$ cat src/rtl/rr_arb_n.sv
// N-way round-robin arbiter with per-owner lock (hold) and registered one-hot grant.
// Optional macro ARB_HOLD_LIMIT_EN caps a locked hold at MAX_HOLD consecutive cycles.
module rr_arb_n #(
    parameter int N        = 4,
    parameter int MAX_HOLD = 16,
    localparam int IW      = (N > 1) ? $clog2(N) : 1
) (
    input  logic          clk,
    input  logic          reset,
    input  logic [N-1:0]  req,
    input  logic [N-1:0]  lock,
    output logic [N-1:0]  grant,
    output logic          grant_valid,
    output logic [IW-1:0] grant_id
);

    localparam int        EW        = IW + 1;
    localparam logic [7:0] HOLD_LAST = 8'(MAX_HOLD - 1);

    logic [N-1:0]  grant_q, grant_d;
    logic          valid_q, valid_d;
    logic [IW-1:0] id_q, id_d;
    logic [IW-1:0] ptr_q, ptr_d;
    logic [7:0]    hold_cnt_q, hold_cnt_d;

    logic          owner_locked;
    logic          limit_hit;
    logic          hold;
    logic [N-1:0]  excl_req;
    logic [N-1:0]  arb_req;
    logic [IW-1:0] rot_idx [N];
    logic          found;
    logic [IW-1:0] win_idx;

    // Only the current owner's lock counts, and only while it still requests.
    assign owner_locked = |(grant_q & req & lock);

`ifdef ARB_HOLD_LIMIT_EN
    assign limit_hit = owner_locked && (hold_cnt_q >= HOLD_LAST);
`else
    assign limit_hit = 1'b0;
`endif

    assign hold     = owner_locked && !limit_hit;
    assign excl_req = req & ~grant_q;
    // A forced release skips the owner unless nobody else is asking.
    assign arb_req  = (limit_hit && (|excl_req)) ? excl_req : req;

    // Search order ptr, ptr+1, ... wrapped modulo N (works for any N, not only powers of two).
    generate
        for (genvar gi = 0; gi < N; gi++) begin : g_rot
            logic [EW-1:0] sum;
            assign sum         = {1'b0, ptr_q} + EW'(gi);
            assign rot_idx[gi] = IW'((sum >= EW'(N)) ? (sum - EW'(N)) : sum);
        end
    endgenerate

    always_comb begin
        found   = 1'b0;
        win_idx = '0;
        for (int i = 0; i < N; i++) begin
            if (!found && arb_req[rot_idx[i]]) begin
                found   = 1'b1;
                win_idx = rot_idx[i];
            end
        end
    end

    always_comb begin
        grant_d    = grant_q;
        valid_d    = valid_q;
        id_d       = id_q;
        ptr_d      = ptr_q;
        hold_cnt_d = hold_cnt_q;
        if (hold) begin
            if (hold_cnt_q < HOLD_LAST) begin
                hold_cnt_d = hold_cnt_q + 8'd1;
            end
        end else if (found) begin
            grant_d          = '0;
            grant_d[win_idx] = 1'b1;
            valid_d          = 1'b1;
            id_d             = win_idx;
            ptr_d            = (win_idx == IW'(N - 1)) ? '0 : win_idx + 1'b1;
            hold_cnt_d       = 8'd0;
        end else begin
            grant_d = '0;
            valid_d = 1'b0;
            id_d    = '0;
        end
    end

    always_ff @(posedge clk or negedge reset) begin
        if (!reset) begin
            grant_q    <= '0;
            valid_q    <= 1'b0;
            id_q       <= '0;
            ptr_q      <= '0;
            hold_cnt_q <= 8'd0;
        end else begin
            grant_q    <= grant_d;
            valid_q    <= valid_d;
            id_q       <= id_d;
            ptr_q      <= ptr_d;
            hold_cnt_q <= hold_cnt_d;
        end
    end

    assign grant       = grant_q;
    assign grant_valid = valid_q;
    assign grant_id    = id_q;

endmodule

$ cat config.mk
export PLATFORM = sky130hd
export DESIGN_NAME = rr_arb_n
export DESIGN_NICKNAME = d
export VERILOG_FILES = /design/src/rtl/rr_arb_n.sv
export SDC_FILE = /design/constraint.sdc
export NUM_CORES = 1
export LEC_CHECK = 0
export ABC_AREA = 1
export CORE_ASPECT_RATIO = 1.1
export CORE_MARGIN = 10
export CORE_UTILIZATION = 43
export DETAILED_ROUTE_END_ITERATION = 16
export PLACE_DENSITY_LB_ADDON = 0.2
export RECOVER_POWER = 25
export SLEW_MARGIN = 15
export SYNTH_ARGS = -nofsm -noshare
export SYNTH_HDL_FRONTEND = slang
export SYNTH_SLANG_ARGS = --single-unit
$ cat constraint.sdc
create_clock -name clk -period 1.6 [get_ports clk]
set_input_delay 0.32 -clock clk [delete_from_list [all_inputs] [get_ports clk]]
set_output_delay 0.32 -clock clk [all_outputs]
set_load 0.03 [all_outputs]
==> reports/metrics.csv, run 1 <==
stage;metric;value;unit
clock_network;hold buffers post-CTS;0;
finish;Net count, final;160;
run_status;outcome;finished, violations left;
global_routing;GRT Util Overall;0.1204;
clock_network;Sink Count;9;
logic_synthesis;Yosys reg bits;9;
timing;final max-slew violation count;0;
finish;most frequent cells in the layout;nand2_1 (31), buf_4 (24), nand2_2 (13);
timing;Setup Skew;0.006829;ns
power_and_ir_drop;leakage;0.6659;nW
clock_network;Max H-tree Level;1;
logic_synthesis;Post-Syn Nets;116;
detailed_routing;Initial DRC Count;3;
worst_setup_path;Critical Path Fanout Max;8;
timing;Slew HR;0.7177;
floorplan;starting density of the core;0.4554;
finish;P&R area growth vs syn;64.37;%
timing;setup_tns;-1.024;ns
placed_design;number of port buffers;16;
timing;Setup-failing EPs final;7;
worst_setup_path;CP Launch Type;flip-flop;
timing;Hold Fails Final Rpt;0;
logic_synthesis;Unique masters post-synth;20;
global_routing;vias in the first global route;882;
clock_network;Worst-path clk slew;0.06;ns
worst_setup_path;arrival time at the worst endpoint;1.95;ns
detailed_routing;routed vias;783;
global_routing;largest net degree at the start of global routing;10;
detailed_routing;Routed WL;2.080;mm
logic_synthesis;Synth Area per Inst;6.955;um^2
floorplan;# IOs;17;
logic_synthesis;Ys Warns;0;
clock_network;Root Driver;clkbuf_4;
timing;f_max;0.5563;GHz
finish;Layout Utilization;0.7486;
clock_network;CTS tree;done;
power_and_ir_drop;PD cells;2594;nW/um^2
worst_setup_path;Worst Setup Path Type;flip-flop to flip-flop;
logic_synthesis;Post-Syn Instances;102;
clock_network;clk_lat worst skew;0.27;ns
placed_design;Placer Congestion;0.9092;
timing;Final period util;1.124;
run_status;failing checks;setup timing;
worst_setup_path;CP Capture Type;flip-flop;
floorplan;Row Count;15;
clock_network;Longest Clk Path Bufs;2;
global_routing;first-pass GRT wire length;3.657;mm
floorplan;die width;58.73;um
job;maxcap violations;0;
finish;ANT cells;0;
timing;Slew @ Worst Pin;0.4221;ns
timing;RSZ-0062 raised after global routing;yes;
placed_design;hpwl dp;1.570;mm
timing;Tmin final;1.798;ns
min_path;worst hold path type;input port to async pin;
worst_setup_path;Worst EP required;1.76;ns
finish;layout cells sized above 1;0.4483;
global_routing;initial antenna violation count;0;
detailed_routing;Avg WL per Cell;12.84;um
global_routing;grt ovf;0;
finish;# fillers;117;
floorplan;area of the die;3676;um^2
power_and_ir_drop;VDD IR max;1.455;mV
detailed_routing;residual DRC count;0;
logic_synthesis;Mapped Area;709.4;um^2
floorplan;Core ar.;1558;um^2
detailed_routing;Via density;4.833;
detailed_routing;Post-DRT Antenna Nets;0;
clock_network;Num CTS Buffers;3;
logic_synthesis;Seq/Total Area, Yosys;0.3175;
finish;most common cell after layout, fill and taps aside;nand2_1;
timing;post-route setup slack;-0.1977;ns
detailed_routing;Initial DRT Pass Iterations;4;
floorplan;DIE HEIGHT;62.60;um
==> path summary, 6_finish.rpt <==
path / startpoint / slack (ns) / endpoint / depth (start not counted)
worst min-delay path: reset / 0.42 / grant_id[1] / 1
worst min register to register: grant_valid / 0.48 / grant_valid / 2
worst max-delay path: ptr_q[0] / -0.20 / grant[1] / 12
worst max register to register: ptr_q[0] / -0.20 / grant[1] / 12
min in group clk: grant_valid / 0.48 / grant_valid / 2
max in group asynchronous: reset / 0.86 / ptr_q[0] / 1
==> flip-flops by register name (all words and copies together), names as in the netlist <==
| name | cells |
|---|---|
| grant_id | 2 |
| grant | 4 |
| grant_valid | 1 |
| ptr_q | 2 |
==> where the power goes <==
part           leakage [nW]  switching (W)  internal (W)  total, W
Combinational         0.543        0.00132       0.00105   0.00238
Clock                0.0150      0.0000836     0.0000963  0.000180
Sequential            0.108       0.000117      0.000350  0.000467
Total                 0.666        0.00152       0.00150   0.00303
==> cell families after synthesis <==
group                    after synthesis  share of synthesized area
AO/OA/AOI/OAI                          3                    0.03174
flip-flops                             9                     0.3175
adder cells (fa/ha/maj)                4                    0.07055
buffers and inverters                 15                     0.1005
AND/OR/NAND/NOR                       71                     0.4797
==> synth_stat cells, drive strengths merged <==
cell type	count	area share
dfrtp	9	0.32
inv	14	0.085
o21ai	2	0.019
buf	1	0.016
a21oi	1	0.012
ha	4	0.071
nor2	4	0.035
nand4	2	0.018
nand2	50	0.31
nor3	1	0.0070
nand3	14	0.11
==> cell type report <==
| cell class | instances | area (um^2) | share of cell area |
|---|---|---|---|
| timing repair buffer | 40 | 337.8 | 0.2897 |
| inverter | 14 | 60.06 | 0.05150 |
| clock buffer | 4 | 26.28 | 0.02253 |
| tap | 17 | 21.27 | 0.01824 |
| multi-input combinational | 78 | 493.0 | 0.4227 |
| sequential | 9 | 227.7 | 0.1953 |
==> per-stage QoR <==
step | cells | power [W] | hold slack [ns] | instance area [um^2] | setup WS, ns
after CTS | 161 | 0.002940 | 0.3450 | 1141 | -0.1784
after global routing | 162 | 0.003306 | 0.4286 | 1166 | -0.3036
after floorplan | 102 | 0.001745 | 0.02441 | 724.4 | -0.03663
final | 162 | 0.003025 | 0.4205 | 1166 | -0.1977
after global placement | 150 | 0.002439 | 0.4642 | 1015 | -0.5150
after detailed placement | 150 | 0.002499 | 0.4692 | 1015 | -0.5443
==> layer usage <==
metal  global-route usage  vias to the layer above  wire length, um
met4              0.07759                        0               62
li1                     -                      405                -
met3              0.02236                        8               40
met5                    0                        -                0
met1               0.1253                      361              839
met2               0.2079                        9             1138
==> worst max-delay path, cell delays in order, from the launching register on <==
cell	delay, ns
dfrtp_2	0.49
inv_6	0.12
nand2_2	0.08
nand3_2	0.09
nand2_4	0.07
nor2_4	0.13
nand3_1	0.10
nand3_2	0.09
nand2_2	0.07
buf_4	0.14
ha_1	0.17
nand2_1	0.07
nand2_1	0.05
==> timing repair <==
action	CTS	global route
resized for setup	25	8
setup buffers	7	1
pin swaps	7	3
setup endpoints to repair	14	8
Note: power is estimated with default switching activity, not from simulation.
==> run 2, diff against run 1 <==
- CTS_CLUSTER_DIAMETER: default -> 30
==> results of run 2 <==
The final DEF is identical to that of run 1; final timing and power are the same.
==> run 3, diff against run 2 <==
- ABC_AREA: 1 -> default
- CORE_ASPECT_RATIO: 1.1 -> default
- CORE_UTILIZATION: 43 -> 39
==> reports/metrics.csv, run 3 <==
stage;metric;value;unit;change
worst_setup_path;CP Capture Type;flip-flop;;unchanged
clock_network;Num CTS Buffers;3;;unchanged
worst_setup_path;arrival time at the worst endpoint;1.72;ns;was 1.95 ns
finish;layout cells sized above 1;0.3721;;was 0.4483
floorplan;area of the die;3300;um^2;was 3676 um^2
finish;P&R area growth vs syn;60.64;%;was 64.37%
clock_network;clk_lat worst skew;0.26;ns;was 0.27 ns
floorplan;# IOs;17;;unchanged
power_and_ir_drop;combinational share of power;0.584;;was 0.786
power_and_ir_drop;leakage;0.4573;nW;was 0.6659 nW
timing;post-route setup slack;0.01346;ns;was -0.1977 ns
timing;f_max;0.6303;GHz;was 0.5563 GHz
power_and_ir_drop;Pint;0.0008424;W;was 0.001501 W
floorplan;die width;57.45;um;was 58.73 um
timing;Slew HR;0.7145;;was 0.7177
logic_synthesis;Post-Syn Instances;52;;was 102
logic_synthesis;Post-Syn Nets;66;;was 116
logic_synthesis;Synth Flop Type;dfrtp_1;;unchanged
worst_setup_path;Worst Setup Path Type;flip-flop to flip-flop;;unchanged
timing;setup_tns;0;ns;was -1.024 ns
floorplan;Core ar.;1318;um^2;was 1558 um^2
finish;Net count, final;101;;was 160
min_path;worst hold path type;input port to async pin;;unchanged
global_routing;first-pass GRT wire length;2.380;mm;was 3.657 mm
logic_synthesis;async set-reset flop share out of synthesis;1.000;;unchanged
worst_setup_path;max incr delay on CP;0.44;ns;was 0.49 ns
logic_synthesis;Seq/Total Area, Yosys;0.4119;;was 0.3175
placed_design;Placer Congestion;0.7358;;was 0.9092
global_routing;vias in the first global route;543;;was 882
logic_synthesis;Ys Warns;0;;unchanged
clock_network;Root Driver;clkbuf_4;;unchanged
worst_setup_path;CP Launch Type;flip-flop;;unchanged
clock_network;hold buffers post-CTS;0;;unchanged
timing;final max-slew violation count;0;;unchanged
worst_setup_path;worst path cell trace;nand2_2, a21oi_2, a211oi_2, buf_4, ha_1, mux2_4;;was inv_6, nand2_2, nand3_2, nand2_4, nor2_4, nand3_1, nand3_2, nand2_2, buf_4, ha_1, nand2_1, nand2_1
timing;Setup Skew;0.006678;ns;was 0.006829 ns
logic_synthesis;Mapped Area;546.8;um^2;was 709.4 um^2
power_and_ir_drop;VDD IR max;0.8992;mV;was 1.455 mV
floorplan;DIE HEIGHT;57.45;um;was 62.60 um
logic_synthesis;Yosys reg bits;9;;unchanged
detailed_routing;Routed WL;1.430;mm;was 2.080 mm
power_and_ir_drop;switch share;0.3920;;was 0.5038
global_routing;grt ovf;0;;unchanged
logic_synthesis;Post-synth EDFFs;0;;unchanged
finish;ANT cells;0;;unchanged
power_and_ir_drop;register share of total power;0.291;;was 0.154
worst_setup_path;Worst EP required;1.74;ns;was 1.76 ns
clock_network;Sink Count;9;;unchanged
placed_design;hpwl dp;1.085;mm;was 1.570 mm
detailed_routing;residual DRC count;0;;unchanged
clock_network;Max H-tree Level;1;;unchanged
detailed_routing;Post-DRT Antenna Nets;0;;unchanged
floorplan;Row Count;13;;was 15
worst_setup_path;Critical Path Fanout Max;5;;was 8
floorplan;starting density of the core;0.4150;;was 0.4554
timing;Worst Hold Slack;0.4316;ns;was 0.4205 ns
logic_synthesis;Unique masters post-synth;18;;was 20
timing;RSZ-0062 raised after global routing;yes;;unchanged
finish;Layout Cells excl Fill;101;;was 162
finish;most common cell after layout, fill and taps aside;buf_4;;was nand2_1
detailed_routing;Initial DRT Pass Iterations;4;;unchanged
clock_network;CTS tree;done;;unchanged
placed_design;pre-CTS setup slack;-0.4139;ns;was -0.5443 ns
detailed_routing;Via density;4.970;;was 4.833
run_status;outcome;completed;;was finished, violations left
worst_setup_path;slowest library cell on the worst path;dfrtp_2;;unchanged
placed_design;number of port buffers;16;;unchanged
logic_synthesis;cell accounting for the most synthesized area;dfrtp_1;;unchanged
timing;Final period util;0.9916;;was 1.124
detailed_routing;Initial DRC Count;5;;was 3
clock_network;Longest Clk Path Bufs;2;;unchanged
logic_synthesis;top post-synthesis cells by area;dfrtp_1 (41%), ha_1 (9.2%), mux2i_1 (9.2%);;was dfrtp_1 (32%), nand2_1 (22%), nand3_1 (9.2%)
job;maxcap violations;0;;unchanged
logic_synthesis;Synth Area per Inst;10.51;um^2;was 6.955 um^2
timing;Tmin final;1.587;ns;was 1.798 ns
finish;Largest register FFs;4;;unchanged
timing;Hold Fails Final Rpt;0;;unchanged
worst_setup_path;crit path buf inv count;1;;was 2
placed_design;Placed Instances;92;;was 150
logic_synthesis;top-count cell post-synth;dfrtp_1;;was nand2_1
logic_synthesis;area share of the leading cell type in the synthesized netlist;0.4119;;was 0.3175
global_routing;initial antenna violation count;0;;unchanged
detailed_routing;routed vias;502;;was 783
power_and_ir_drop;P_sw;0.0005432;W;was 0.001524 W
power_and_ir_drop;Clock Power Share;0.125;;was 0.059
clock_network;Worst-path clk slew;0.06;ns;about the same
logic_synthesis;Post-synth top cells;dfrtp_1 (9), inv_1 (7), nand2_1 (6), mux2i_1 (5), ha_1 (4);;was nand2_1 (42), nand3_1 (13), inv_1 (10), dfrtp_1 (9), nand2_2 (5)
finish;most frequent cells in the layout;buf_4 (16), dlygate4sd2_1 (11), dfrtp_1 (8);;was nand2_1 (31), buf_4 (24), nand2_2 (13)
global_routing;GRT Util Overall;0.08682;;was 0.1204
timing;Setup-failing EPs final;0;;was 7
detailed_routing;Avg WL per Cell;14.16;um;was 12.84 um
timing;Slew @ Worst Pin;0.4269;ns;was 0.4221 ns
power_and_ir_drop;PD cells;1577;nW/um^2;was 2594 nW/um^2
global_routing;largest net degree at the start of global routing;10;;unchanged
worst_setup_path;largest delay contributor family on the critical path;flip-flops;;was simple AND/OR/NAND/NOR gates
run 3: cell types whose count changed after synthesis, sizes merged, moves of 3 or more:
cell and delta:
mux2i +5, nor2 -4, nand3 -11, inv -7, mux2 +3, nand2 -44
run 3: repair_timing:
action | in CTS | in global routing
resized for setup | 14 | 4
pin swaps | 2 | 2
cloned | 0 | 0
buffers inserted | 2 | 3
endpoints found under the hold margin | 0 | 0
endpoints found under the setup margin | 14 | 3
run 3: cells by family (layout without fill, tap and decap cells):
| logic type | Yosys count | count (layout) | share of synthesized area |
|---|---|---|---|
| flip-flops | 9 | 9 | 0.4119 |
| AO/OA/AOI/OAI | 7 | 7 | 0.08696 |
| multiplexers | 8 | 8 | 0.1602 |
| AND/OR/NAND/NOR | 15 | 15 | 0.1831 |
| buffers and inverters | 9 | 43 | 0.06637 |
| adder cells (fa/ha/maj) | 4 | 4 | 0.09154 |
run 3: power by group through the flow:
stage | Combinational [W] | Clock (W) | Sequential, W
final | 0.000809 | 0.000173 | 0.000404
after global routing | 0.000877 | 0.000195 | 0.000421
after CTS | 0.000770 | 0.000179 | 0.000400
after detailed placement | 0.000770 | 0 | 0.000404
after global placement | 0.000760 | 0 | 0.000400
after floorplan | 0.000327 | 0 | 0.000519
run 3: layer usage:
layer | GRT usage | up-vias | part of all wire
li1 | - | 247 | -
met5 | 0 | - | 0
met2 | 0.1426 | 13 | 0.49
met4 | 0.03020 | 0 | 0.021
met3 | 0.03097 | 4 | 0.069
met1 | 0.1007 | 238 | 0.42
run 3: path summary, 6_finish.rpt:
path	cells after the start	end	slack, ns	from
setup reg to reg	6	ptr_q[1]	0.01	ptr_q[1]
hold reg to reg	1	grant_valid	0.49	grant_valid
max in group asynchronous	1	ptr_q[1]	0.84	reset
setup / recovery	6	ptr_q[1]	0.01	ptr_q[1]
min in group clk	1	grant_valid	0.49	grant_valid
hold / removal	1	grant_valid	0.43	reset
run 3: area by class of cell:
| cell class | instances | area (um^2) |
|---|---|---|
| Fill cell | 114 | 439.2 |
| Multi-Input combinational cell | 34 | 314.1 |
| Timing Repair Buffer | 32 | 266.5 |
| Sequential cell | 9 | 226.5 |
| Clock buffer | 4 | 26.28 |
| Inverter | 7 | 26.28 |
| Tap cell | 15 | 18.77 |
run 3: per-stage QoR:
step	total power (W)	util	cell area (um^2)
finish	0.001386	0.6667	878.3
global placement	0.001160	0.6097	803.3
detailed placement	0.001174	0.6097	803.3
CTS	0.001349	0.6420	845.8
global route	0.001492	0.6667	878.3
floorplan	0.0008464	-	551.8
